===== config.mk =====
export PLATFORM = sky130hd
export DESIGN_NAME = control_unit
export DESIGN_NICKNAME = d
export VERILOG_FILES = /design/src/rtl/cpu_ctrl_pkg.sv /design/src/rtl/reg_select_decode.sv /design/src/rtl/control_unit.sv
export SDC_FILE = /design/constraint.sdc
export NUM_CORES = 1
export LEC_CHECK = 0
export ABC_CLOCK_PERIOD_IN_PS = 8700
export CAP_MARGIN = 10
export CORE_ASPECT_RATIO = 0.75
export CORE_MARGIN = 3
export CORE_UTILIZATION = 40
export DETAILED_ROUTE_END_ITERATION = 6
export PLACE_DENSITY_LB_ADDON = 0.12
export SYNTH_ARGS = -nofsm -noshare
export SYNTH_HDL_FRONTEND = slang
export SYNTH_HIERARCHICAL = 1
export SYNTH_SLANG_ARGS = --single-unit

===== constraint.sdc =====
create_clock -name clock -period 8.7 [get_ports clock]
set_input_delay 1.74 -clock clock [delete_from_list [all_inputs] [get_ports clock]]
set_output_delay 1.74 -clock clock [all_outputs]
set_load 0.03 [all_outputs]

===== src/rtl/cpu_ctrl_pkg.sv =====
// Shared definitions for the CPU control sequencer: opcodes, IR fields, state encoding, decode helpers.
package cpu_ctrl_pkg;

  localparam int unsigned NUM_REGS = 16;
  localparam int unsigned OP_W     = 5;
  localparam int unsigned REG_W    = 4;
  localparam int unsigned STATE_W  = 4;

  // IR field bit positions
  localparam int unsigned OP_MSB = 31;
  localparam int unsigned OP_LSB = 27;
  localparam int unsigned RA_MSB = 26;
  localparam int unsigned RA_LSB = 23;
  localparam int unsigned RB_MSB = 22;
  localparam int unsigned RB_LSB = 19;
  localparam int unsigned RC_MSB = 18;
  localparam int unsigned RC_LSB = 15;

  localparam logic [OP_W-1:0] OP_LD   = 5'b00000;
  localparam logic [OP_W-1:0] OP_LDI  = 5'b00001;
  localparam logic [OP_W-1:0] OP_ST   = 5'b00010;
  localparam logic [OP_W-1:0] OP_ADD  = 5'b00011;
  localparam logic [OP_W-1:0] OP_SUB  = 5'b00100;
  localparam logic [OP_W-1:0] OP_SHR  = 5'b00101;
  localparam logic [OP_W-1:0] OP_SHRA = 5'b00110;
  localparam logic [OP_W-1:0] OP_SHL  = 5'b00111;
  localparam logic [OP_W-1:0] OP_ROR  = 5'b01000;
  localparam logic [OP_W-1:0] OP_ROL  = 5'b01001;
  localparam logic [OP_W-1:0] OP_AND  = 5'b01010;
  localparam logic [OP_W-1:0] OP_OR   = 5'b01011;
  localparam logic [OP_W-1:0] OP_ADDI = 5'b01100;
  localparam logic [OP_W-1:0] OP_ANDI = 5'b01101;
  localparam logic [OP_W-1:0] OP_ORI  = 5'b01110;
  localparam logic [OP_W-1:0] OP_DIV  = 5'b01111;
  localparam logic [OP_W-1:0] OP_MUL  = 5'b10000;
  localparam logic [OP_W-1:0] OP_NEG  = 5'b10001;
  localparam logic [OP_W-1:0] OP_NOT  = 5'b10010;
  localparam logic [OP_W-1:0] OP_BR   = 5'b10011;
  localparam logic [OP_W-1:0] OP_JR   = 5'b10100;
  localparam logic [OP_W-1:0] OP_JAL  = 5'b10101;
  localparam logic [OP_W-1:0] OP_IN   = 5'b10110;
  localparam logic [OP_W-1:0] OP_OUT  = 5'b10111;
  localparam logic [OP_W-1:0] OP_MFLO = 5'b11000;
  localparam logic [OP_W-1:0] OP_MFHI = 5'b11001;
  localparam logic [OP_W-1:0] OP_NOP  = 5'b11010;
  localparam logic [OP_W-1:0] OP_HALT = 5'b11011;

  // T3..T7 must stay consecutive: the execute sequencer steps by +1
  typedef enum logic [STATE_W-1:0] {
    S_RST   = 4'd0,
    S_T0    = 4'd1,
    S_T1    = 4'd2,
    S_T2    = 4'd3,
    S_T3    = 4'd4,
    S_T4    = 4'd5,
    S_T5    = 4'd6,
    S_T6    = 4'd7,
    S_T7    = 4'd8,
    S_PAUSE = 4'd9,
    S_HALT  = 4'd10
  } state_t;

  typedef enum logic [3:0] {
    CL_ALU3, CL_IMM, CL_UNARY, CL_MULDIV, CL_LD, CL_ST, CL_MFHI, CL_MFLO,
    CL_IN, CL_OUT, CL_JR, CL_JAL, CL_BR, CL_NOP, CL_HALT, CL_UNDEF
  } op_class_t;

  function automatic op_class_t op_class(input logic [OP_W-1:0] op);
    op_class_t c;
    case (op)
      OP_ADD, OP_SUB, OP_SHR, OP_SHRA, OP_SHL,
      OP_ROR, OP_ROL, OP_AND, OP_OR:           c = CL_ALU3;
      OP_ADDI, OP_ANDI, OP_ORI, OP_LDI:        c = CL_IMM;
      OP_NEG, OP_NOT:                          c = CL_UNARY;
      OP_MUL, OP_DIV:                          c = CL_MULDIV;
      OP_LD:                                   c = CL_LD;
      OP_ST:                                   c = CL_ST;
      OP_MFHI:                                 c = CL_MFHI;
      OP_MFLO:                                 c = CL_MFLO;
      OP_IN:                                   c = CL_IN;
      OP_OUT:                                  c = CL_OUT;
      OP_JR:                                   c = CL_JR;
      OP_JAL:                                  c = CL_JAL;
      OP_BR:                                   c = CL_BR;
      OP_NOP:                                  c = CL_NOP;
      OP_HALT:                                 c = CL_HALT;
      default:                                 c = CL_UNDEF;
    endcase
    return c;
  endfunction

  // Final execute state of each class; the sequencer returns to T0 after it
  function automatic state_t last_step(input op_class_t cls);
    state_t s;
    case (cls)
      CL_ALU3, CL_IMM:     s = S_T5;
      CL_UNARY, CL_JAL:    s = S_T4;
      CL_MULDIV, CL_BR:    s = S_T6;
      CL_LD, CL_ST:        s = S_T7;
      default:             s = S_T3;
    endcase
    return s;
  endfunction

  // ALU function for the class's ALU step; address and branch-target math use add
  function automatic logic [OP_W-1:0] alu_select(input op_class_t cls, input logic [OP_W-1:0] op);
    logic [OP_W-1:0] f;
    case (cls)
      CL_ALU3, CL_UNARY, CL_MULDIV: f = op;
      CL_IMM: begin
        case (op)
          OP_ANDI: f = OP_AND;
          OP_ORI:  f = OP_OR;
          default: f = OP_ADD;
        endcase
      end
      CL_LD, CL_ST, CL_BR:          f = OP_ADD;
      default:                      f = '0;
    endcase
    return f;
  endfunction

endpackage


===== src/rtl/reg_select_decode.sv =====
// Maps a 4-bit register field onto a one-hot register-file select vector.
module reg_select_decode
  import cpu_ctrl_pkg::*;
(
  input  logic [REG_W-1:0]    field,
  output logic [NUM_REGS-1:0] onehot
);

  assign onehot = NUM_REGS'(1) << field;

endmodule


===== src/rtl/control_unit.sv =====
// Hardwired Moore control sequencer for the 32-bit DataPath: fetch T0-T2, per-class execute T3-T7.
// Optional build macro ILLEGAL_OPCODE_TRAP_EN adds a sticky 'illegal' flag and halts on undefined opcodes.
module control_unit
  import cpu_ctrl_pkg::*;
(
  input  logic                clock,
  input  logic                clear,
  input  logic [31:0]         IR,
  input  logic                con_ff,
  input  logic                stop,
  output logic                PCout,
  output logic                Zhi_out,
  output logic                Zlo_out,
  output logic                MDRout,
  output logic                HIout,
  output logic                LOout,
  output logic                Inport_out,
  output logic                Cout,
  output logic [NUM_REGS-1:0] R_out,
  output logic                MARin,
  output logic                PCin,
  output logic                MDRin,
  output logic                IRin,
  output logic                RYin,
  output logic                RZin,
  output logic                HIin,
  output logic                LOin,
  output logic                CONin,
  output logic                Outport_in,
  output logic [NUM_REGS-1:0] R_in,
  output logic                IncPC,
  output logic                Mem_read,
  output logic                Mem_write,
  output logic [OP_W-1:0]     opcode,
  output logic                run
`ifdef ILLEGAL_OPCODE_TRAP_EN
  ,
  output logic                illegal
`endif
);

  state_t                state;
  state_t                state_next;
  op_class_t             cls;
  logic [OP_W-1:0]       alu_op;
  logic [NUM_REGS-1:0]   ra_sel;
  logic [NUM_REGS-1:0]   rb_sel;
  logic [NUM_REGS-1:0]   rc_sel;
  logic                  unused_ir;

  assign cls       = op_class(IR[OP_MSB:OP_LSB]);
  assign alu_op    = alu_select(cls, IR[OP_MSB:OP_LSB]);
  assign unused_ir = ^IR[RC_LSB-1:0];

  reg_select_decode u_ra (.field(IR[RA_MSB:RA_LSB]), .onehot(ra_sel));
  reg_select_decode u_rb (.field(IR[RB_MSB:RB_LSB]), .onehot(rb_sel));
  reg_select_decode u_rc (.field(IR[RC_MSB:RC_LSB]), .onehot(rc_sel));

  // State register; clear wins from any state, including mid-instruction
  always_ff @(posedge clock) begin
    if (!clear) state <= S_RST;
    else        state <= state_next;
  end

  // Next-state sequencing
  always_comb begin
    state_next = state;
    case (state)
      S_RST:   state_next = S_T0;
      S_T0:    state_next = stop ? S_PAUSE : S_T1;
      S_T1:    state_next = S_T2;
      S_T2: begin
`ifdef ILLEGAL_OPCODE_TRAP_EN
        state_next = (cls == CL_UNDEF) ? S_HALT : S_T3;
`else
        state_next = S_T3;
`endif
      end
      S_PAUSE: state_next = stop ? S_PAUSE : S_T0;
      S_HALT:  state_next = S_HALT;
      default: begin
        if (state == S_T3 && cls == CL_HALT)  state_next = S_HALT;
        else if (state >= last_step(cls))    state_next = S_T0;
        else                                 state_next = state_t'(state + STATE_W'(1));
      end
    endcase
  end

  // Moore strobe decode from state and IR
  always_comb begin
    PCout      = 1'b0;
    Zhi_out    = 1'b0;
    Zlo_out    = 1'b0;
    MDRout     = 1'b0;
    HIout      = 1'b0;
    LOout      = 1'b0;
    Inport_out = 1'b0;
    Cout       = 1'b0;
    R_out      = '0;
    MARin      = 1'b0;
    PCin       = 1'b0;
    MDRin      = 1'b0;
    IRin       = 1'b0;
    RYin       = 1'b0;
    RZin       = 1'b0;
    HIin       = 1'b0;
    LOin       = 1'b0;
    CONin      = 1'b0;
    Outport_in = 1'b0;
    R_in       = '0;
    IncPC      = 1'b0;
    Mem_read   = 1'b0;
    Mem_write  = 1'b0;
    opcode     = '0;
    run        = 1'b1;
    case (state)
      S_T0: begin
        PCout = 1'b1; MARin = 1'b1; IncPC = 1'b1; RZin = 1'b1;
      end
      S_T1: begin
        Zlo_out = 1'b1; PCin = 1'b1; Mem_read = 1'b1; MDRin = 1'b1;
      end
      S_T2: begin
        MDRout = 1'b1; IRin = 1'b1;
      end
      S_T3: begin
        case (cls)
          CL_ALU3, CL_IMM, CL_LD, CL_ST: begin R_out = rb_sel; RYin = 1'b1; end
          CL_UNARY:  begin R_out = rb_sel; opcode = alu_op; RZin = 1'b1; end
          CL_MULDIV: begin R_out = ra_sel; RYin = 1'b1; end
          CL_MFHI:   begin HIout = 1'b1; R_in = ra_sel; end
          CL_MFLO:   begin LOout = 1'b1; R_in = ra_sel; end
          CL_IN:     begin Inport_out = 1'b1; R_in = ra_sel; end
          CL_OUT:    begin R_out = ra_sel; Outport_in = 1'b1; end
          CL_JR:     begin R_out = ra_sel; PCin = 1'b1; end
          CL_JAL:    begin PCout = 1'b1; R_in = NUM_REGS'(1) << (NUM_REGS - 1); end
          CL_BR:     begin R_out = ra_sel; CONin = 1'b1; end
          default:   ;
        endcase
      end
      S_T4: begin
        case (cls)
          CL_ALU3:   begin R_out = rc_sel; opcode = alu_op; RZin = 1'b1; end
          CL_IMM, CL_LD, CL_ST: begin Cout = 1'b1; opcode = alu_op; RZin = 1'b1; end
          CL_UNARY:  begin Zlo_out = 1'b1; R_in = ra_sel; end
          CL_MULDIV: begin R_out = rb_sel; opcode = alu_op; RZin = 1'b1; end
          CL_JAL:    begin R_out = ra_sel; PCin = 1'b1; end
          CL_BR:     begin PCout = 1'b1; RYin = 1'b1; end
          default:   ;
        endcase
      end
      S_T5: begin
        case (cls)
          CL_ALU3, CL_IMM: begin Zlo_out = 1'b1; R_in = ra_sel; end
          CL_LD, CL_ST:    begin Zlo_out = 1'b1; MARin = 1'b1; end
          CL_MULDIV:       begin Zlo_out = 1'b1; LOin = 1'b1; end
          CL_BR:           begin Cout = 1'b1; opcode = alu_op; RZin = 1'b1; end
          default:         ;
        endcase
      end
      S_T6: begin
        case (cls)
          CL_LD:     begin Mem_read = 1'b1; MDRin = 1'b1; end
          CL_ST:     begin R_out = ra_sel; MDRin = 1'b1; end
          CL_MULDIV: begin Zhi_out = 1'b1; HIin = 1'b1; end
          CL_BR:     begin Zlo_out = 1'b1; PCin = con_ff; end
          default:   ;
        endcase
      end
      S_T7: begin
        case (cls)
          CL_LD:   begin MDRout = 1'b1; R_in = ra_sel; end
          CL_ST:   Mem_write = 1'b1;
          default: ;
        endcase
      end
      S_PAUSE, S_HALT: run = 1'b0;
      default: ;
    endcase
  end

`ifdef ILLEGAL_OPCODE_TRAP_EN
  // Sticky flag: set on the T2 dispatch of an undefined opcode, cleared only by reset
  always_ff @(posedge clock) begin
    if (!clear)                                  illegal <= 1'b0;
    else if (state == S_T2 && cls == CL_UNDEF)   illegal <= 1'b1;
  end
`endif

endmodule


==> impl_results.md, run 1 <==
* Cts repair resizes at 0
* Post-route DRC at 0
* Final Slew Violations at 0
* H-tree Lvls at 1
* Crit share post-route at slightly above 80%
* Post-synth EDFFs at 0
* RSZ-0062 raised after global routing: false
* Die Area at slightly above 8000 um^2
* Outcome: finished clean
* Met1 usage at between 30 and 40%
* Most flops, register: state
* Drt wl/cell at around 18 um
* Worst slew pin tran at roughly 0.8 ns
* Reg2reg start: state[0]$_SDFF_PN0_
* Setup crit start kind: input port
* Largest net degree at the start of global routing at 19
* Initial DRC count at 269
* Mapped Area at 2846 um^2
* Most area-consuming cells after synthesis: nor4b_4, and4bb_1, ha_1, buf_6, o221ai_1
* Die width at about 100 um
* Fraction of registers with async set/reset at 0%
* Reg2reg setup slack at 6.62 ns
* Setup violators final at 0
* Post-CTS Setup Bufs at 0
* Sink Count at 4
* Peak supply drop at 0.09936 mV
* Detailed-router iteration count before antenna repair at 5
* GRT Total Usage at 22.52%
* Relative max-transition margin at approximately 46%
* First-pass GRT wire length at around 15 mm
* Clk_lat worst skew at 0.22 ns
* Ys Warns at 6
* P per Cell Area at just over 100 nW/um^2
* Synthesized flop and latch total at 4
* Worst hold path depth at 2
* Vias in the first global route at a little under 3000
* GRT overflow at 0
* Fin. Hold Viols at 0
* Tmin final at ~7.2 ns
* Adder-cell share of the synthesized area at 5.714%
* GRT met3 Usage at between 2 and 3%
* Share of cells above drive strength 1 at approximately 11%
* Most frequent cells after synthesis: nand2_1, inv_1, nor3_1
* Fillers at 640
* Largest register FFs at 4
* Synth area leader: nor4b_4
* Setup tns final at 0 ns
* Post-Synth Simple-Gate Area at 50.07%
* Crit Path Max Fanout at 16
* Met2 Track Usage GR at a little under a third
* # IOs at 95
* Hold Path Class: flip-flop to flip-flop
* Compound-Gate Fraction of Synth Area at around 28%
* R2r endpoint: state[2]$_SDFF_PN0_
* Row Count at 25
* FMAX at between 100 and 150 MHz
* Max Cap Viol at 0
* Final WL at roughly 9.4 mm
* CP Capture Type: output port
* Post-route ant nets at 0
* Clock Path Buffers at 2
* Root buffer cell: clkbuf_8
* Most numerous cell in the Yosys netlist: nand2_1
* Largest family of logic cells by synthesized area: simple AND/OR/NAND/NOR gates
* Hold Path Sink: state[0]$_SDFF_PN0_
* GRT busiest layer: met1
* Worst-path clk slew at 0.03 ns
* Most used DFF post-synth: dfxtp_1
* Die Span Y at just under 80 um
* Data arrival, critical path at approximately 5.5 ns
* Distinct cells, synth at 69
* CTS tree: built
* Via count at about 3200
* Initial antenna violation count at 0
* Ant. Diodes at 0
* NumNets Final at around 470
* Mean Syn Cell Area at roughly 7.8 um^2
* Crit Path Class: input port to output port
* Net Count, Synth at 412
* Final Non-Filler Cells at approximately 500
* DP HPWL at just under 7 mm
* Top Registers: state: 4 flops
* Mux contribution to synthesized area at less than 1%
* Hold-fix buffer count after cts at 0
* Hold_sp: state[0]$_SDFF_PN0_
* Total CTS buffers at 3
* Clk_skew at between 0.0015 and 0.002 ns
* Count of input and output buffers at 79
* Synthesized instance count at between 300 and 400
* Synth top area share at 10.02%
* Placed cells at roughly 510
* R2R depth at 8
* CORE AREA at between 6000 and 7000 um^2
* Critical Path RT at ~7.0 ns
* LEAKAGE at between 1 and 1.5 nW
* Area Growth Syn to Fin at 25.36%
* Seq/Total Area, Yosys at 2.813%
* Initial core utilization at a little over two fifths
* Gp weighted congestion at 0.8952
* Vias per cell at a little over 6
* Xor/xnor share of the synthesized area at less than 1%
worst max-delay path, cell delays in order:
cell and delay (ns):
clkdlybuf4s50_1 0.56, inv_1 0.19, ha_1 0.24, mux2i_1 0.10
o211ai_1 0.17, buf_4 0.24, and2_1 0.47, a31oi_1 0.17
a21oi_2 0.66, o221ai_1 0.26, clkdlybuf4s50_1 0.65
stage by stage:
step	utilization [%]	area (um^2)	setup slack, ns	power (W)	hold slack (ns)
final	54.07	3568	1.499	0.0003671	0.6329
after global routing	54.07	3568	1.237	0.0003978	0.6659
after CTS	54.07	3568	1.543	0.0003649	0.6280
after detailed placement	53.44	3527	1.555	0.0003229	0.6043
after global placement	53.44	3527	1.550	0.0003204	0.6307
after floorplan	-	2846	2.416	0.0002372	0.5732
logic make-up (layout without fill, tap and decap cells):
| logic type | count (synthesis) | count (layout) |
|---|---|---|
| and+or+nand+nor | 182 | 182 |
| DFF | 4 | 4 |
| adders and majority gates | 13 | 13 |
| muxes | 2 | 2 |
| xor gates and xnor gates | 2 | 2 |
| AOI/OAI and AO/OA | 102 | 102 |
| buffers and inverters | 58 | 111 |
cell type report:
| cell class | instances | area [um^2] | area share (%) |
|---|---|---|---|
| clock buffers | 3 | 41.29 | 1.157 |
| flip-flops and latches | 4 | 80.08 | 2.244 |
| multi-input cells | 301 | 2419 | 67.78 |
| well taps | 94 | 117.6 | 3.296 |
| repair buffers | 82 | 813.3 | 22.79 |
| inverters | 26 | 97.59 | 2.735 |
how the worst max path moves through the flow:
stage	start	endpoint	slack (ns)	cells after the start
2_1_floorplan	IR[28]	Zhi_out	2.42	11
3_3_place_gp	IR[27]	R_out[0]	1.55	11
3_5_place_dp	IR[27]	R_out[0]	1.55	11
4_1_cts	IR[27]	R_out[5]	1.54	11
5_1_grt	IR[27]	R_out[0]	1.24	11
6_report	IR[27]	R_out[15]	1.50	11
cell usage in the layout, fill, tap and decap left out, types with 3 or more instances in the layout:
cell	n
a211oi_1	3
a21o_1	6
a21oi_1	11
a221oi_1	16
a31oi_1	3
and2_1	18
and4_1	3
and4b_1	12
and4bb_1	15
and4bb_2	3
buf_4	3
clkbuf_8	3
clkdlybuf4s50_1	79
dfxtp_1	4
ha_1	13
inv_1	26
nand2_1	37
nand3_1	5
nand3b_1	5
nor2_1	21
nor3_1	23
nor3_2	3
nor4_2	4
nor4b_4	12
o21ai_0	14
o21bai_1	3
o221ai_1	17
layer usage:
layer,share of wire (%),vias up,wire [um]
met2,40,170,3752
met4,0.22,0,21
met5,0,-,0
met1,51,1485,4777
met3,8.7,2,819
li1,-,1512,-
where the power goes:
| group | internal, W | switching [W] |
|---|---|---|
| registers | 0.0000251 | 0.0000136 |
| clock network | 0.0000296 | 0.0000106 |
| logic | 0.000110 | 0.000178 |
Power figures use the tool's default switching activity.
==> run 2, diff against run 1 <==
ABC_CLOCK_PERIOD_IN_PS = 5800   (was 8700)
clock period = 5.8 ns   (was 8.7 ns; I/O delays follow)
==> impl_results.md, run 2 (synthesized netlist as in run 1, its figures left out) <==
* Total CTS buffers at 3 (unchanged)
* Crit-path cells: clkdlybuf4s50_1, ha_1, or3b_1, a221o_1, nand3b_4, nor2_4, nor3_2, buf_4, a2111oi_2, buf_12
* Crit Path Max Fanout at 10 (-6)
* NumNets Final at 473 (+1.3%)
* P per Cell Area at 155.2 nW/um^2 (+51%)
* Setup tns final at 0 ns (unchanged)
* Gp weighted congestion at 0.9255 (+3.4%)
* CP Capture Type: output port
* Peak supply drop at 0.1220 mV (+23%)
* Post-route DRC at 0 (unchanged)
* Setup crit start kind: input port
* FMAX at around 180 MHz
* Via count at 3235 (+2.1%)
* Post-route ant nets at 0 (unchanged)
* Post-layout util at 54.26% (+0.19 points)
* Initial antenna violation count at 0 (unchanged)
* Post-CTS Setup Bufs at 0 (unchanged)
* CTS tree: built
* Die Area at 8175 um^2 (unchanged)
* Worst-path clk slew at 0.03 ns (about the same)
* Outcome: finished clean
* CP max stage delay at 0.72 ns (+0.06 ns)
* GRT Total Usage at 22.48% (-0.042 points)
* Area Growth Syn to Fin at 25.80%
* H-tree Lvls at 1 (unchanged)
* Die width at 103.4 um (unchanged)
* Critical path's slowest cell: clkdlybuf4s50_1
* Fillers at 636 (-0.63%)
* LEAKAGE at 1.376 nW (+11%)
* Detailed-router iteration count before antenna repair at 5 (unchanged)
* Final WL at 9.449 mm (+0.82%)
* Most flops, register: state
* Relative max-transition margin at 52.92% (+6.4 points)
* Most common cell after layout, fill and taps aside: buf_4
* Crit Path Class: input port to output port
* Crit share post-route at between 90% and 100%
* Tmin final at 5.518 ns
* Dpl cell area at 3532 um^2 (+0.14%)
* Final Slew Violations at 0 (unchanged)
* First-pass GRT wire length at 15.04 mm (-0.86%)
* Setup violators final at 0 (unchanged)
* Largest net degree at the start of global routing at 19 (unchanged)
* Fin. Hold Viols at 0 (unchanged)
* Hold Path Class: flip-flop to flip-flop
* Top Registers: state: 4 flops
* Worst slew pin tran at 0.7040 ns (-0.09857 ns)
* Sink Count at 4 (unchanged)
* Data arrival, critical path at 4.36 ns (-1.10 ns)
* Clk_lat worst skew at 0.22 ns (about the same)
* DP HPWL at 6.967 mm (+2.8%)
* Vias per cell at 6.269 (+0.90%)
* Commonest non-fill, non-tap cells in the layout: buf_4, nand2_1, clkdlybuf4s50_1, inv_1, nor3_1
* Die Span Y at 79.06 um (unchanged)
* Critical Path RT at 4.64 ns (-2.32 ns)
* Initial core utilization at 43.13% (unchanged)
* CORE AREA at 6600 um^2 (unchanged)
* Clock Path Buffers at 2 (unchanged)
* Vias in the first global route at 2735 (-6.4%)
* Clk_skew at 0.004519 ns (+0.002629 ns)
* Largest register FFs at 4 (unchanged)
* RSZ-0062 raised after global routing: false
* Count of input and output buffers at 79 (unchanged)
* Final Non-Filler Cells at 516 (+1.2%)
* Drt wl/cell at 18.31 um (-0.35%)
* Row Count at 25 (unchanged)
* # IOs at 95 (unchanged)
* Root buffer cell: clkbuf_8
* Placed cells at 513 (+1.2%)
* Finished Cell Area at 3581 um^2 (+0.35%)
* Initial DRC count at 338 (+26%)
* GRT overflow at 0 (unchanged)
* Ant. Diodes at 0 (unchanged)
* Max Cap Viol at 0 (unchanged)
* Share of cells above drive strength 1 at 23.22% (+12 points)
run 2: cell count changes in the layout (fill, tap and decap cells not counted):
cell,delta
a21oi_4,+1
buf_12,+6
clkdlybuf4s50_1,-46
buf_4,+46
a21oi_2,-1
run 2: worst paths after layout:
path	startpoint	end	slack, ns	cells after the start
max reg2reg	state[0]$_SDFF_PN0_	state[2]$_SDFF_PN0_	3.71	8
min reg2reg	state[0]$_SDFF_PN0_	state[0]$_SDFF_PN0_	0.63	2
min	state[0]$_SDFF_PN0_	state[0]$_SDFF_PN0_	0.63	2
max	IR[28]	opcode[2]	0.28	10
run 2: per-stage QoR:
step           hold slack [ns]  total power [W]  worst slack, ns
4_1_cts                 0.6254        0.0005492           0.1891
2_1_floorplan           0.5732        0.0003559           0.6757
6_report                0.6285        0.0005556           0.2821
5_1_grt                 0.6652        0.0006015           0.1139
3_5_place_dp            0.6064        0.0004860           0.2025
3_3_place_gp            0.6269        0.0004827           0.2309
run 2: power breakdown:
group | internal (W) | switching (W) | leakage (nW) | total, W
clock network | 0.0000444 | 0.0000159 | 0.0216 | 0.0000603
registers | 0.0000377 | 0.0000206 | 0.0330 | 0.0000583
logic | 0.000166 | 0.000271 | 1.32 | 0.000437
run 2: area by class of cell:
type | instances | area [um^2] | area share [%]
Timing Repair Buffer | 88 | 818.3 | 22.85
Sequential cell | 4 | 80.08 | 2.236
Clock buffer | 3 | 41.29 | 1.153
Tap cell | 94 | 117.6 | 3.284
Multi-Input combinational cell | 301 | 2426 | 67.75
Inverter | 26 | 97.59 | 2.725
run 2: metal layers:
layer	wire, um	share of wire [%]	vias to the layer above	track usage, %
li1	-	-	1537	-
met1	4668	49	1467	39.26
met5	0	0	-	0
met3	1161	12	10	2.985
met4	62	0.66	0	2.975
met2	3556	38	221	27.86
run 2: critical path: cells and delay by family:
kind / cells / cell delay, ns
buffers and inverters: 3 / 1.07
adders and majority gates: 1 / 0.36
AOI/OAI and AO/OA: 2 / 0.94
and+or+nand+nor: 4 / 0.80
run 2: timing repair:
| item | CTS | global route |
|---|---|---|
| hold buffers | 0 | 0 |
| resized for setup | 0 | 1 |
| hold endpoints to repair | 0 | 0 |
| endpoints found under the setup margin | 0 | 5 |
